[src/rtl/ext_bus_arb_pkg.sv]
// Shared types and constants for the external bus master arbiter.
package ext_bus_arb_pkg;

    localparam int unsigned MAX_MASTERS = 8;

    typedef enum logic [1:0] {
        StIdle,
        StRequest,
        StGrant,
        StRelease
    } ext_arb_state_t;

    // Bits needed to hold values 0..max_val.
    function automatic int unsigned cnt_width(input int unsigned max_val);
        return (max_val == 0) ? 1 : $clog2(max_val + 1);
    endfunction

endpackage

[src/rtl/rr_priority_picker.sv]
// Combinational round-robin picker: first eligible requester at or after the pointer wins.
module rr_priority_picker #(
    parameter int unsigned NUM_MASTERS = 4,
    parameter int unsigned IDX_W       = 2
) (
    input  logic [NUM_MASTERS-1:0] req,
    input  logic [NUM_MASTERS-1:0] mask,
    input  logic [IDX_W-1:0]       pointer,
    output logic [NUM_MASTERS-1:0] winner_onehot,
    output logic [IDX_W-1:0]       winner_idx,
    output logic                   valid
);

    logic [NUM_MASTERS-1:0] eligible;

    assign eligible = req & ~mask;

    always_comb begin
        winner_onehot = '0;
        winner_idx    = '0;
        valid         = 1'b0;
        // First pass scans pointer..N-1, second pass wraps around to 0..pointer-1.
        for (int unsigned i = 0; i < NUM_MASTERS; i++) begin
            if (!valid && eligible[i] && (i >= 32'(pointer))) begin
                valid            = 1'b1;
                winner_idx       = IDX_W'(i);
                winner_onehot[i] = 1'b1;
            end
        end
        for (int unsigned i = 0; i < NUM_MASTERS; i++) begin
            if (!valid && eligible[i] && (i < 32'(pointer))) begin
                valid            = 1'b1;
                winner_idx       = IDX_W'(i);
                winner_onehot[i] = 1'b1;
            end
        end
    end

endmodule

[src/rtl/ext_bus_master_arbiter.sv]
// Round-robin hold-request arbiter sharing the system bus among external bus masters.
// Define EXT_BUS_ARB_TIMEOUT_EN to force release after MAX_TENURE grant clocks.
module ext_bus_master_arbiter
    import ext_bus_arb_pkg::*;
#(
    parameter int unsigned NUM_MASTERS   = 4,
    parameter int unsigned SETTLE_CYCLES = 2,
    parameter int unsigned GAP_CYCLES    = 8,
    parameter int unsigned MAX_TENURE    = 256
) (
    input  logic                   clock,
    input  logic                   reset,
    input  logic [NUM_MASTERS-1:0] req,
    input  logic                   address_enable_n,
    input  logic [3:0]             dma_acknowledge_n,
    input  logic                   no_command_state,
    output logic [NUM_MASTERS-1:0] grant,
    output logic                   ext_access_request,
    output logic                   bus_owned,
    output logic                   timeout_pulse
);

    localparam int unsigned IDX_W    = cnt_width(NUM_MASTERS - 1);
    localparam int unsigned GAP_W    = cnt_width(GAP_CYCLES);
    localparam int unsigned SETTLE_W = cnt_width(SETTLE_CYCLES);

    if (NUM_MASTERS < 2 || NUM_MASTERS > MAX_MASTERS || SETTLE_CYCLES < 1 ||
        GAP_CYCLES < 1 || MAX_TENURE < 1) begin : g_bad_cfg
        $error("ext_bus_master_arbiter: parameter out of range");
    end

    ext_arb_state_t         state_q, state_d;
    logic [GAP_W-1:0]       gap_cnt_q, gap_cnt_d;
    logic [SETTLE_W-1:0]    settle_cnt_q, settle_cnt_d;
    logic [IDX_W-1:0]       pointer_q, pointer_d;
    logic [NUM_MASTERS-1:0] grant_q, grant_d;
    logic                   ext_req_q, ext_req_d;

    logic                   bus_free;
    logic [NUM_MASTERS-1:0] arb_mask;
    logic [NUM_MASTERS-1:0] pick_onehot;
    logic [IDX_W-1:0]       pick_idx;
    logic                   pick_valid;

`ifdef EXT_BUS_ARB_TIMEOUT_EN
    localparam int unsigned TEN_W = cnt_width(MAX_TENURE);

    logic [TEN_W-1:0]       tenure_q, tenure_d;
    logic [NUM_MASTERS-1:0] mask_q, mask_d;
    logic                   timeout_pulse_q, timeout_pulse_d;

    assign arb_mask      = mask_q;
    assign timeout_pulse = timeout_pulse_q;
`else
    assign arb_mask      = '0;
    assign timeout_pulse = 1'b0;
`endif

    assign bus_free = address_enable_n & (&dma_acknowledge_n);

    rr_priority_picker #(
        .NUM_MASTERS (NUM_MASTERS),
        .IDX_W       (IDX_W)
    ) u_picker (
        .req           (req),
        .mask          (arb_mask),
        .pointer       (pointer_q),
        .winner_onehot (pick_onehot),
        .winner_idx    (pick_idx),
        .valid         (pick_valid)
    );

    always_comb begin
        state_d      = state_q;
        gap_cnt_d    = gap_cnt_q;
        settle_cnt_d = settle_cnt_q;
        pointer_d    = pointer_q;
        grant_d      = grant_q;
        ext_req_d    = ext_req_q;
`ifdef EXT_BUS_ARB_TIMEOUT_EN
        tenure_d        = tenure_q;
        // A timed-out master stays masked until its request is seen low.
        mask_d          = mask_q & req;
        timeout_pulse_d = 1'b0;
`endif
        unique case (state_q)
            StIdle: begin
                if (gap_cnt_q != GAP_W'(GAP_CYCLES)) begin
                    gap_cnt_d = gap_cnt_q + 1'b1;
                end
                if ((gap_cnt_q == GAP_W'(GAP_CYCLES)) && (|req)) begin
                    state_d      = StRequest;
                    ext_req_d    = 1'b1;
                    settle_cnt_d = '0;
                end
            end
            StRequest: begin
                if (!bus_free) begin
                    settle_cnt_d = '0;
                end else if (settle_cnt_q == SETTLE_W'(SETTLE_CYCLES - 1)) begin
                    if (pick_valid) begin
                        state_d   = StGrant;
                        grant_d   = pick_onehot;
                        pointer_d = (pick_idx == IDX_W'(NUM_MASTERS - 1)) ? '0 :
                                    pick_idx + 1'b1;
`ifdef EXT_BUS_ARB_TIMEOUT_EN
                        tenure_d  = '0;
`endif
                    end else begin
                        state_d = StRelease;
                    end
                end else begin
                    settle_cnt_d = settle_cnt_q + 1'b1;
                end
            end
            StGrant: begin
                if (!(|(grant_q & req))) begin
                    state_d = StRelease;
                    grant_d = '0;
                end
`ifdef EXT_BUS_ARB_TIMEOUT_EN
                else if (tenure_q == TEN_W'(MAX_TENURE - 1)) begin
                    state_d         = StRelease;
                    grant_d         = '0;
                    timeout_pulse_d = 1'b1;
                    mask_d          = mask_d | grant_q;
                end else begin
                    tenure_d = tenure_q + 1'b1;
                end
`endif
            end
            StRelease: begin
                if (no_command_state) begin
                    state_d   = StIdle;
                    ext_req_d = 1'b0;
                    gap_cnt_d = '0;
                end
            end
            default: begin
                state_d = StIdle;
            end
        endcase
    end

    always_ff @(posedge clock or posedge reset) begin
        if (reset) begin
            state_q      <= StIdle;
            gap_cnt_q    <= GAP_W'(GAP_CYCLES);
            settle_cnt_q <= '0;
            pointer_q    <= '0;
            grant_q      <= '0;
            ext_req_q    <= 1'b0;
`ifdef EXT_BUS_ARB_TIMEOUT_EN
            tenure_q        <= '0;
            mask_q          <= '0;
            timeout_pulse_q <= 1'b0;
`endif
        end else begin
            state_q      <= state_d;
            gap_cnt_q    <= gap_cnt_d;
            settle_cnt_q <= settle_cnt_d;
            pointer_q    <= pointer_d;
            grant_q      <= grant_d;
            ext_req_q    <= ext_req_d;
`ifdef EXT_BUS_ARB_TIMEOUT_EN
            tenure_q        <= tenure_d;
            mask_q          <= mask_d;
            timeout_pulse_q <= timeout_pulse_d;
`endif
        end
    end

    assign grant              = grant_q;
    assign ext_access_request = ext_req_q;
    assign bus_owned          = |grant_q;

endmodule

[config.mk]
export PLATFORM = sky130hd
export DESIGN_NAME = ext_bus_master_arbiter
export DESIGN_NICKNAME = d
export VERILOG_FILES = /design/src/rtl/ext_bus_arb_pkg.sv /design/src/rtl/rr_priority_picker.sv /design/src/rtl/ext_bus_master_arbiter.sv
export SDC_FILE = /design/constraint.sdc
export NUM_CORES = 1
export LEC_CHECK = 0
export BUFFER_PORTS_ARGS = -buffer_cell sky130_fd_sc_hd__buf_2
export CAP_MARGIN = 20
export CORE_ASPECT_RATIO = 1.2
export CORE_MARGIN = 4
export CORE_UTILIZATION = 45
export CTS_BUF_LIST = sky130_fd_sc_hd__clkbuf_4
export CTS_CLUSTER_SIZE = 8
export DETAILED_ROUTE_END_ITERATION = 6
export GPL_ROUTABILITY_DRIVEN = 0
export PLACE_DENSITY = 0.65
export SLEW_MARGIN = 20
export SYNTH_ARGS = -nofsm -noshare
export SYNTH_HDL_FRONTEND = slang
export SYNTH_SLANG_ARGS = --single-unit
[constraint.sdc]
create_clock -name clock -period 3.1 [get_ports clock]
set_clock_uncertainty 0.05 [all_clocks]
set_input_delay 0.62 -clock clock [delete_from_list [all_inputs] [get_ports clock]]
set_output_delay 0.62 -clock clock [all_outputs]
set_load 0.02 [all_outputs]
Word level (Yosys, flattened, before mapping) --
Index checks and enable logic that the tools add are counted.
Storage, ports and cells: word-level logic and storage cells 107, bits in registers 15, input port bits 12, output and inout port bits 7
Cells by class: reduce and logical (&&, ||, !) cells 33, magnitude comparators 6, equal/unequal tests 15, add/subtract/negate cells 3, bitwise operators 2, multiplexer cells 42
Operators by type and width (number):
- 2-to-1 mux 2 bit | 14
- 2-to-1 mux 4 bit | 6
- 2-to-1 mux 1 bit | 17
- one-hot mux 4 bit (2 select lines) | 2
- inequality test 2 bit (second input constant) | 7
- logical AND 1 bit | 13
- OR reduction 4 bit | 3
- AND reduction 5 bit | 2
- AND reduction 3 bit | 3
- one-hot mux 2 bit (4 select lines) | 1
- AND reduction 4 bit | 2
- equality test 2 bit (second input constant) | 3
- zero test 1 bit | 6
- nonzero test 2 bit | 3
- adder 2 x 1 -> 2 bit (second input constant) | 2
- adder 4 x 1 -> 4 bit (second input constant) | 1
- AND 4 bit | 1
- equality test 2 x 1 -> 1 bit (second input constant) | 2
- equality test 4 bit (second input constant) | 1
- greater-or-equal comparator 1 x 2 -> 1 bit (first input constant) | 2
- < comparator 1 x 2 -> 1 bit (first input constant) | 2
- inequality test 4 bit (second input constant) | 1
- one-hot mux 2 bit (2 select lines) | 1
- inequality test 3 bit (second input constant) | 1
- 5 further kinds | 5

Logic depth before layout (Yosys ltp) --
Gate-level depths: netlist of run 1.
depth after elaboration 30, mapped depth 8, mapped depth without buffers 7

Modules after synthesis --
Synthesis of run 1 repeated with hierarchy kept, for this count alone.
Unflattened totals: cell total of the unflattened synthesis 138, area, all modules 1182.4 um^2
By module, submodules not included:
- ext_bus_master_arbiter | times used 1, area an instance 939.7 um^2, cells an instance 100
- rr_priority_picker | times used 1, area an instance 242.7 um^2, cells an instance 38

Least setup slack after synthesis of run 1 --
No wires, ideal clock.
path kind input -> register, from input port req[0], to register grant_q[1], in the netlist grant[1], data required time 2.925 ns, library setup time 0.125 ns, buffers on the path 0, stages 4, setup slack 1.094 ns, arrival 1.831 ns, cell sequence or4_4 -> and3_4 -> o21ai_4 -> mux2_4
On the way: cells in the longest elaborated chain, start to end 27, elaborated cells on any way between the ends 36, those cells by class 2 x eq/ne; 13 x mux; 1 x bitwise; 20 x reduce/logical
RTL lines:
- start, declared | RTL line ext_bus_master_arbiter.sv:13 | input logic [NUM_MASTERS-1:0] req,
- logical AND 1 bit | RTL line rr_priority_picker.sv:24 | if (!valid && eligible[i] && (i >= 32'(pointer))) begin
- 2-to-1 mux 1 bit | RTL line rr_priority_picker.sv:24
- zero test 1 bit | RTL line rr_priority_picker.sv:24
- logical AND 1 bit (2 in a row) | RTL line rr_priority_picker.sv:24
- 2-to-1 mux 1 bit | RTL line rr_priority_picker.sv:24
- zero test 1 bit | RTL line rr_priority_picker.sv:24
- logical AND 1 bit (2 in a row) | RTL line rr_priority_picker.sv:24
- 2-to-1 mux 1 bit | RTL line rr_priority_picker.sv:24
- (+7 left out)
- zero test 1 bit | RTL line rr_priority_picker.sv:31 | if (!valid && eligible[i] && (i < 32'(pointer))) begin
- logical AND 1 bit (2 in a row) | RTL line rr_priority_picker.sv:31
- 2-to-1 mux 1 bit | RTL line rr_priority_picker.sv:31
- zero test 1 bit | RTL line rr_priority_picker.sv:31
- logical AND 1 bit (2 in a row) | RTL line rr_priority_picker.sv:31
- 2-to-1 mux 1 bit | RTL line rr_priority_picker.sv:31
- inequality test 2 bit (no line)
- AND reduction 5 bit (no line)
- end signal, assigned | RTL line ext_bus_master_arbiter.sv:163 | grant_q <= grant_d;
- end, declared | RTL line ext_bus_master_arbiter.sv:36 | logic [NUM_MASTERS-1:0] grant_q, grant_d;
Parallel ways exist; a longest one is shown, timed or not. The select of a mux whose other input is x is not followed. A chain may end at the register's enable or synchronous reset.

Final worst setup path of run 1 --
from register grant_q[3], in the netlist grant[3], to output port bus_owned
On the way: cells in the longest elaborated chain, start to end 1
RTL lines:
- OR reduction 4 bit | RTL line ext_bus_master_arbiter.sv:175 | assign bus_owned = |grant_q;
- end, declared | RTL line ext_bus_master_arbiter.sv:19 | output logic bus_owned,
No other way between the ends.

==> results by group, run 1 <==
Timing
  • RSZ-0062 raised after global routing: false
  • Achievable Freq: 0.489 GHz
  • Slew HR: 0.604
  • Tmin final: 2.05 ns
  • Slew @ Worst Pin: just under 0.6 ns
  • Setup TNS: 0 ns
  • Final Hold Violating Endpoints: 0
  • Final period util: 0.660
  • Final Setup Violations: 0
  • Slew Limit Fails: 0

Logic synthesis
  • Synthesized flop and latch total: 15
  • Seq/Total Area, Yosys: 0.348
  • Yosys top cell area share: 0.323
  • Net Count, Synth: 137
  • Synth warn: 0
  • Main combinational cell family by area after synthesis: compound AO/OA/AOI/OAI gates
  • Syn_area_per_cell: between 9 and 10 µm²
  • Post-Synth Simple-Gate Area: 0.185
  • Post-synth EDFFs: 0
  • Synth Area in XOR/XNOR: 0
  • Top cells by area, synth: dfrtp_1 (32%), ha_1 (10%), a21oi_1 (4.6%)
  • Mux contribution to synthesized area: 0.0774
  • Area leader, netlist: dfrtp_1
  • Post-synth ARST share: 1.00
  • Mapped Cells: 116
  • Adder-cell share of the synthesized area: 0.104
  • Top FF cell, synth: dfrtp_1
  • Cell Area, Synth: 1080 µm²
  • Synth Area in Compound Gates: 0.230
  • Post-synth cell types: between 40 and 50

GRT
  • Antenna violations before repair: 0
  • Total track usage: 0.159
  • Vias in the first global route: 873
  • Largest net degree at the start of global routing: 16
  • First-pass GRT wire length: between 3 and 4 mm
  • GRT Residual Overflow: 0

Route
  • DRT antenna net count: 0
  • Violation count after the first detailed-route iteration: 25
  • Via count: 904
  • Pre-antenna DRT Iters: 4
  • Post-DR wirelength/cell: 13.3 µm
  • Drt via density: 5.51
  • Routed WL: 2.18 mm
  • DRC: 0

Flow run
  • Max-cap violations: 0

CTS
  • CTS root buffer: clkbuf_4
  • H-tree levels: 1
  • CTS tree: done
  • Number of setup buffers added after CTS: 0
  • Clock Tree Buf Depth: 2
  • Sink Count: 15
  • Num CTS Buffers: 3
  • Worst-Skew Late Latency: 0.28 ns
  • Clock transition at the registers of the reported paths: about 0.090 ns
  • Post_cts resized: 0
  • Post-CTS Hold Fix Bufs: 0

Floorplan
  • Die H: ~62 µm
  • Area of the core: 2310 µm²
  • Die area: 3260 µm²
  • # rows: 19
  • Initial Util: 0.470
  • IO Count: 19
  • Die width: 52.8 µm

Power and ir drop
  • Leak pwr: about 0.6 nW
  • VDD IR-drop max: 0.000534 V
  • Final Power: 0.864 mW
  • Pwr/cell area: between 700 and 800 nW/µm²

Worst setup path
  • Crit path launch type: register
  • Crit path DAT: between 1 and 1.5 ns
  • Max Fanout on Critical Path: 4
  • Crit Path Category: reg -> out
  • Worst Setup End Kind: output port
  • Required time worst endpoint: 2.43 ns

Cells and area
  • Final std cells w/o fill: roughly 160
  • Layout filler cell count: 231
  • Multi-input gate area: 649 µm²
  • Final Instance Area: 1220 µm²
  • Layout cells sized above 1: 0.226
  • Layout net count: 155
  • Antenna fix cells: 0
  • Reg area: 377 µm²
  • Layout Utilization: 0.528
  • Synth-to-layout area growth: 12.4%

Placement
  • DP Cell Count: 160
  • Area post-placement: 1190 µm²
  • # port buffers: 17
  • DP HPWL: 1.69 mm

Worst hold path
  • Type of the worst min-delay path: in -> async

Run status
  • Status: finished clean
==> worst max-delay path: stages (launching register included) <==
cell and delay (ns):
dfrtp_1 0.42, or4_1 0.51, buf_2 0.17
==> cell families after synthesis <==
group / count (synthesis)
AOI/OAI and AO/OA: 36
adders and majority gates: 9
buffers and inverters: 14
DFF: 15
muxes: 7
other: 1
and+or+nand+nor: 34
==> Yosys cell counts, types with 3 or more instances <==
cell and number:
dfrtp_1 14, a21oi_1 10, inv_1 10, ha_1 9, nor2_1 7, nand2_1 6, o21ai_0 6, a22o_1 5
nor2b_1 4, mux2_2 3, nand3_1 3
==> path summary, 6_finish.rpt <==
path | slack (ns) | cells past startpoint | startpoint | end
min reg2reg | 0.44 | 1 | settle_cnt_q[0]$_DFFE_PP0P_ | settle_cnt_q[0]$_DFFE_PP0P_
max in group asynchronous | 2.28 | 2 | reset | grant[2]$_DFFE_PP0P_
min | 0.34 | 2 | reset | settle_cnt_q[0]$_DFFE_PP0P_
max | 1.05 | 2 | grant[3]$_DFFE_PP0P_ | bus_owned
max reg2reg | 1.28 | 7 | gap_cnt_q[0]$_DFFE_PP0P_ | state_q[1]$_DFFE_PP0P_
min in group clock | 0.44 | 1 | settle_cnt_q[0]$_DFFE_PP0P_ | settle_cnt_q[0]$_DFFE_PP0P_
==> stage by stage <==
step                      hold WS (ns)  worst slack, ns
after floorplan                  0.407             1.09
after global placement           0.418            0.901
after detailed placement         0.434            0.872
after CTS                        0.349             1.05
after global routing             0.376             1.02
final                            0.336             1.05
==> where the power goes <==
group          internal (mW)  leakage [nW]  switching (mW)
clock network         0.0587        0.0184          0.0616
registers              0.249         0.197          0.0499
logic                  0.207         0.397           0.238
total                  0.514         0.612           0.349
==> metal layers <==
metal / track usage / part of all wire / up-vias
met5: 0 / 0 / -
met4: 0.0766 / 0.0092 / 0
met3: 0.0286 / 0.036 / 2
met2: 0.270 / 0.50 / 18
met1: 0.195 / 0.45 / 430
li1: - / - / 454
==> sequential cells by signal (all words and copies together) (netlist names) <==
signal,flops
grant,4
state_q,2
gap_cnt_q,4
ext_access_request,1
pointer_q,2
settle_cnt_q,2
==> final cells by class <==
cell class                 count  share of cell area
timing repair buffer          17              0.0699
clock buffer                   4              0.0247
tap                           31              0.0319
multi-input combinational     87               0.533
sequential                    15               0.309
inverter                      10              0.0308
==> cell usage in the layout (no fill, tap or decap), types with 3 or more instances in the layout <==
cell type  instances
nor2_1             7
mux2_2             3
nand3_1            3
inv_1             10
clkbuf_4           4
o21ai_0            6
ha_1               9
nor2b_1            4
a22o_1             5
a21oi_1           10
dfrtp_1           14
nand2_1            6
buf_2             17
Power figures use the tool's default switching activity.
==> run 2: changes to the inputs <==
- clock period: 3.1 -> 2 ns (I/O delays scaled with it)
==> results by group, run 2 (synthesis results as in run 1) <==
Power and ir drop
  • Pwr/cell area: 1100 nW/µm²
  • Leak pwr: 0.637 nW
  • VDD IR-drop max: 0.000738 V

Worst setup path
  • Crit Path Category: reg -> out
  • Worst Reg-to-Reg Cells: 5
  • Max Fanout on Critical Path: 4
  • Critical Path Start: grant[3]$_DFFE_PP0P_
  • Crit path launch type: register
  • Worst R2R Setup Slack: between 0.2 and 0.3 ns
  • RR Startpoint: state_q[0]$_DFFE_PP0P_
  • Critical path destination: bus_owned
  • Worst Setup End Kind: output port
  • Required time worst endpoint: approximately 1.6 ns
  • Reg-to-Reg End: state_q[1]$_DFFE_PP0P_
  • Crit path DAT: roughly 1.4 ns

Placement
  • # port buffers: 17
  • DP HPWL: between 1.5 and 2 mm
  • DP Cell Count: 165
  • Area post-placement: 1220 µm²

Cells and area
  • Antenna fix cells: 0
  • Most frequent cells in the layout: buf_2 (17), dfrtp_1 (14), a21oi_1 (10), inv_1 (10), ha_1 (9)
  • Synth-to-layout area growth: 15.8%
  • Final Instance Area: 1250 µm²
  • Layout cells sized above 1: 0.254
  • Layout filler cell count: 215
  • Layout net count: 160
  • Final std cells w/o fill: 169
  • Most common cell after layout, fill and taps aside: buf_2

Floorplan
  • Die H: 61.8 µm
  • Initial Util: 0.470
  • Die area: between 3000 and 4000 µm²
  • Area of the core: 2310 µm²
  • # rows: 19
  • IO Count: 19
  • Die width: 52.8 µm

Run status
  • Status: finished clean

CTS
  • Clock Tree Buf Depth: 2
  • Sink Count: 15
  • H-tree levels: 1
  • Number of setup buffers added after CTS: 0
  • CTS tree: done
  • Worst-Skew Late Latency: roughly 0.29 ns
  • CTS root buffer: clkbuf_4
  • Num CTS Buffers: 3
  • Post-CTS Hold Fix Bufs: 0
  • Clock transition at the registers of the reported paths: 0.09 ns
  • Post_cts resized: 0

Timing
  • Setup TNS: 0 ns
  • Final period util: 0.926
  • Tmin final: roughly 1.9 ns
  • RSZ-0062 raised after global routing: false
  • Final Hold Violating Endpoints: 0
  • Slew HR: 0.597
  • Slew @ Worst Pin: 0.603 ns
  • Slew Limit Fails: 0
  • Achievable Freq: 0.540 GHz
  • Final Setup Violations: 0

GRT
  • Largest net degree at the start of global routing: 16
  • GRT Residual Overflow: 0
  • Total track usage: 0.165
  • Antenna violations before repair: 0
  • First-pass GRT wire length: roughly 4.0 mm
  • Vias in the first global route: 957

Route
  • Routed WL: 2.36 mm
  • Post-DR wirelength/cell: 14.0 µm
  • Via count: 931
  • Pre-antenna DRT Iters: 4
  • DRT antenna net count: 0
  • Drt via density: 5.51
  • Violation count after the first detailed-route iteration: 7
  • DRC: 0

Worst hold path
  • Type of the worst min-delay path: in -> async

Flow run
  • Max-cap violations: 0
-- run 2: cell count changes in the layout (fill, tap and decap cells not counted), sizes merged --
cell  previous run  this run
buf             17        22
-- run 2: report_power, final --
part | internal, mW | switching [mW]
Clock | 0.0912 | 0.0981
Sequential | 0.385 | 0.0790
Combinational | 0.344 | 0.384
Total | 0.820 | 0.561
-- run 2: final cells by class --
cell class              count  area, µm²  share of cell area
clock buffers               4       30.0              0.0239
inverters                  10       37.5              0.0299
multi-input cells          87        649               0.517
flip-flops and latches     15        377               0.300
well taps                  31       38.8              0.0309
repair buffers             22        123              0.0977
-- run 2: worst min-delay path by stage --
stage / end / slack (ns) / cells past startpoint
3_3_place_gp: gap_cnt_q[3]$_DFFE_PP1P_ / 0.42 / 2
2_1_floorplan: ext_access_request$_DFFE_PP0P_ / 0.25 / 1
5_1_grt: pointer_q[0]$_DFFE_PP0P_ / 0.14 / 2
6_report: grant[1]$_DFFE_PP0P_ / 0.11 / 2
3_5_place_dp: settle_cnt_q[0]$_DFFE_PP0P_ / 0.44 / 1
4_1_cts: settle_cnt_q[1]$_DFFE_PP0P_ / 0.14 / 2
-- run 2: layer usage --
| layer | vias up | GRT usage | share of wire |
|---|---|---|---|
| met5 | - | 0 | 0 |
| met4 | 0 | 0.0949 | 0.023 |
| met3 | 5 | 0.0167 | 0.030 |
| met2 | 16 | 0.296 | 0.52 |
| met1 | 445 | 0.191 | 0.43 |
| li1 | 465 | - | - |
-- run 2: worst max-delay path: stages, from the launching register on --
cell and delay, ns:
dfrtp_1 0.43, or4_1 0.51, buf_2 0.17
-- run 2: stage by stage --
| step | hold slack (ns) | setup slack, ns | power, mW | util |
|---|---|---|---|---|
| detailed placement | 0.435 | 0.0303 | 1.20 | 0.531 |
| finish | 0.112 | 0.148 | 1.38 | 0.544 |
| global placement | 0.418 | 0.0633 | 1.17 | 0.531 |
| CTS | 0.135 | 0.153 | 1.39 | 0.544 |
| floorplan | 0.251 | 0.214 | 1.01 | - |
| global route | 0.140 | 0.109 | 1.50 | 0.544 |
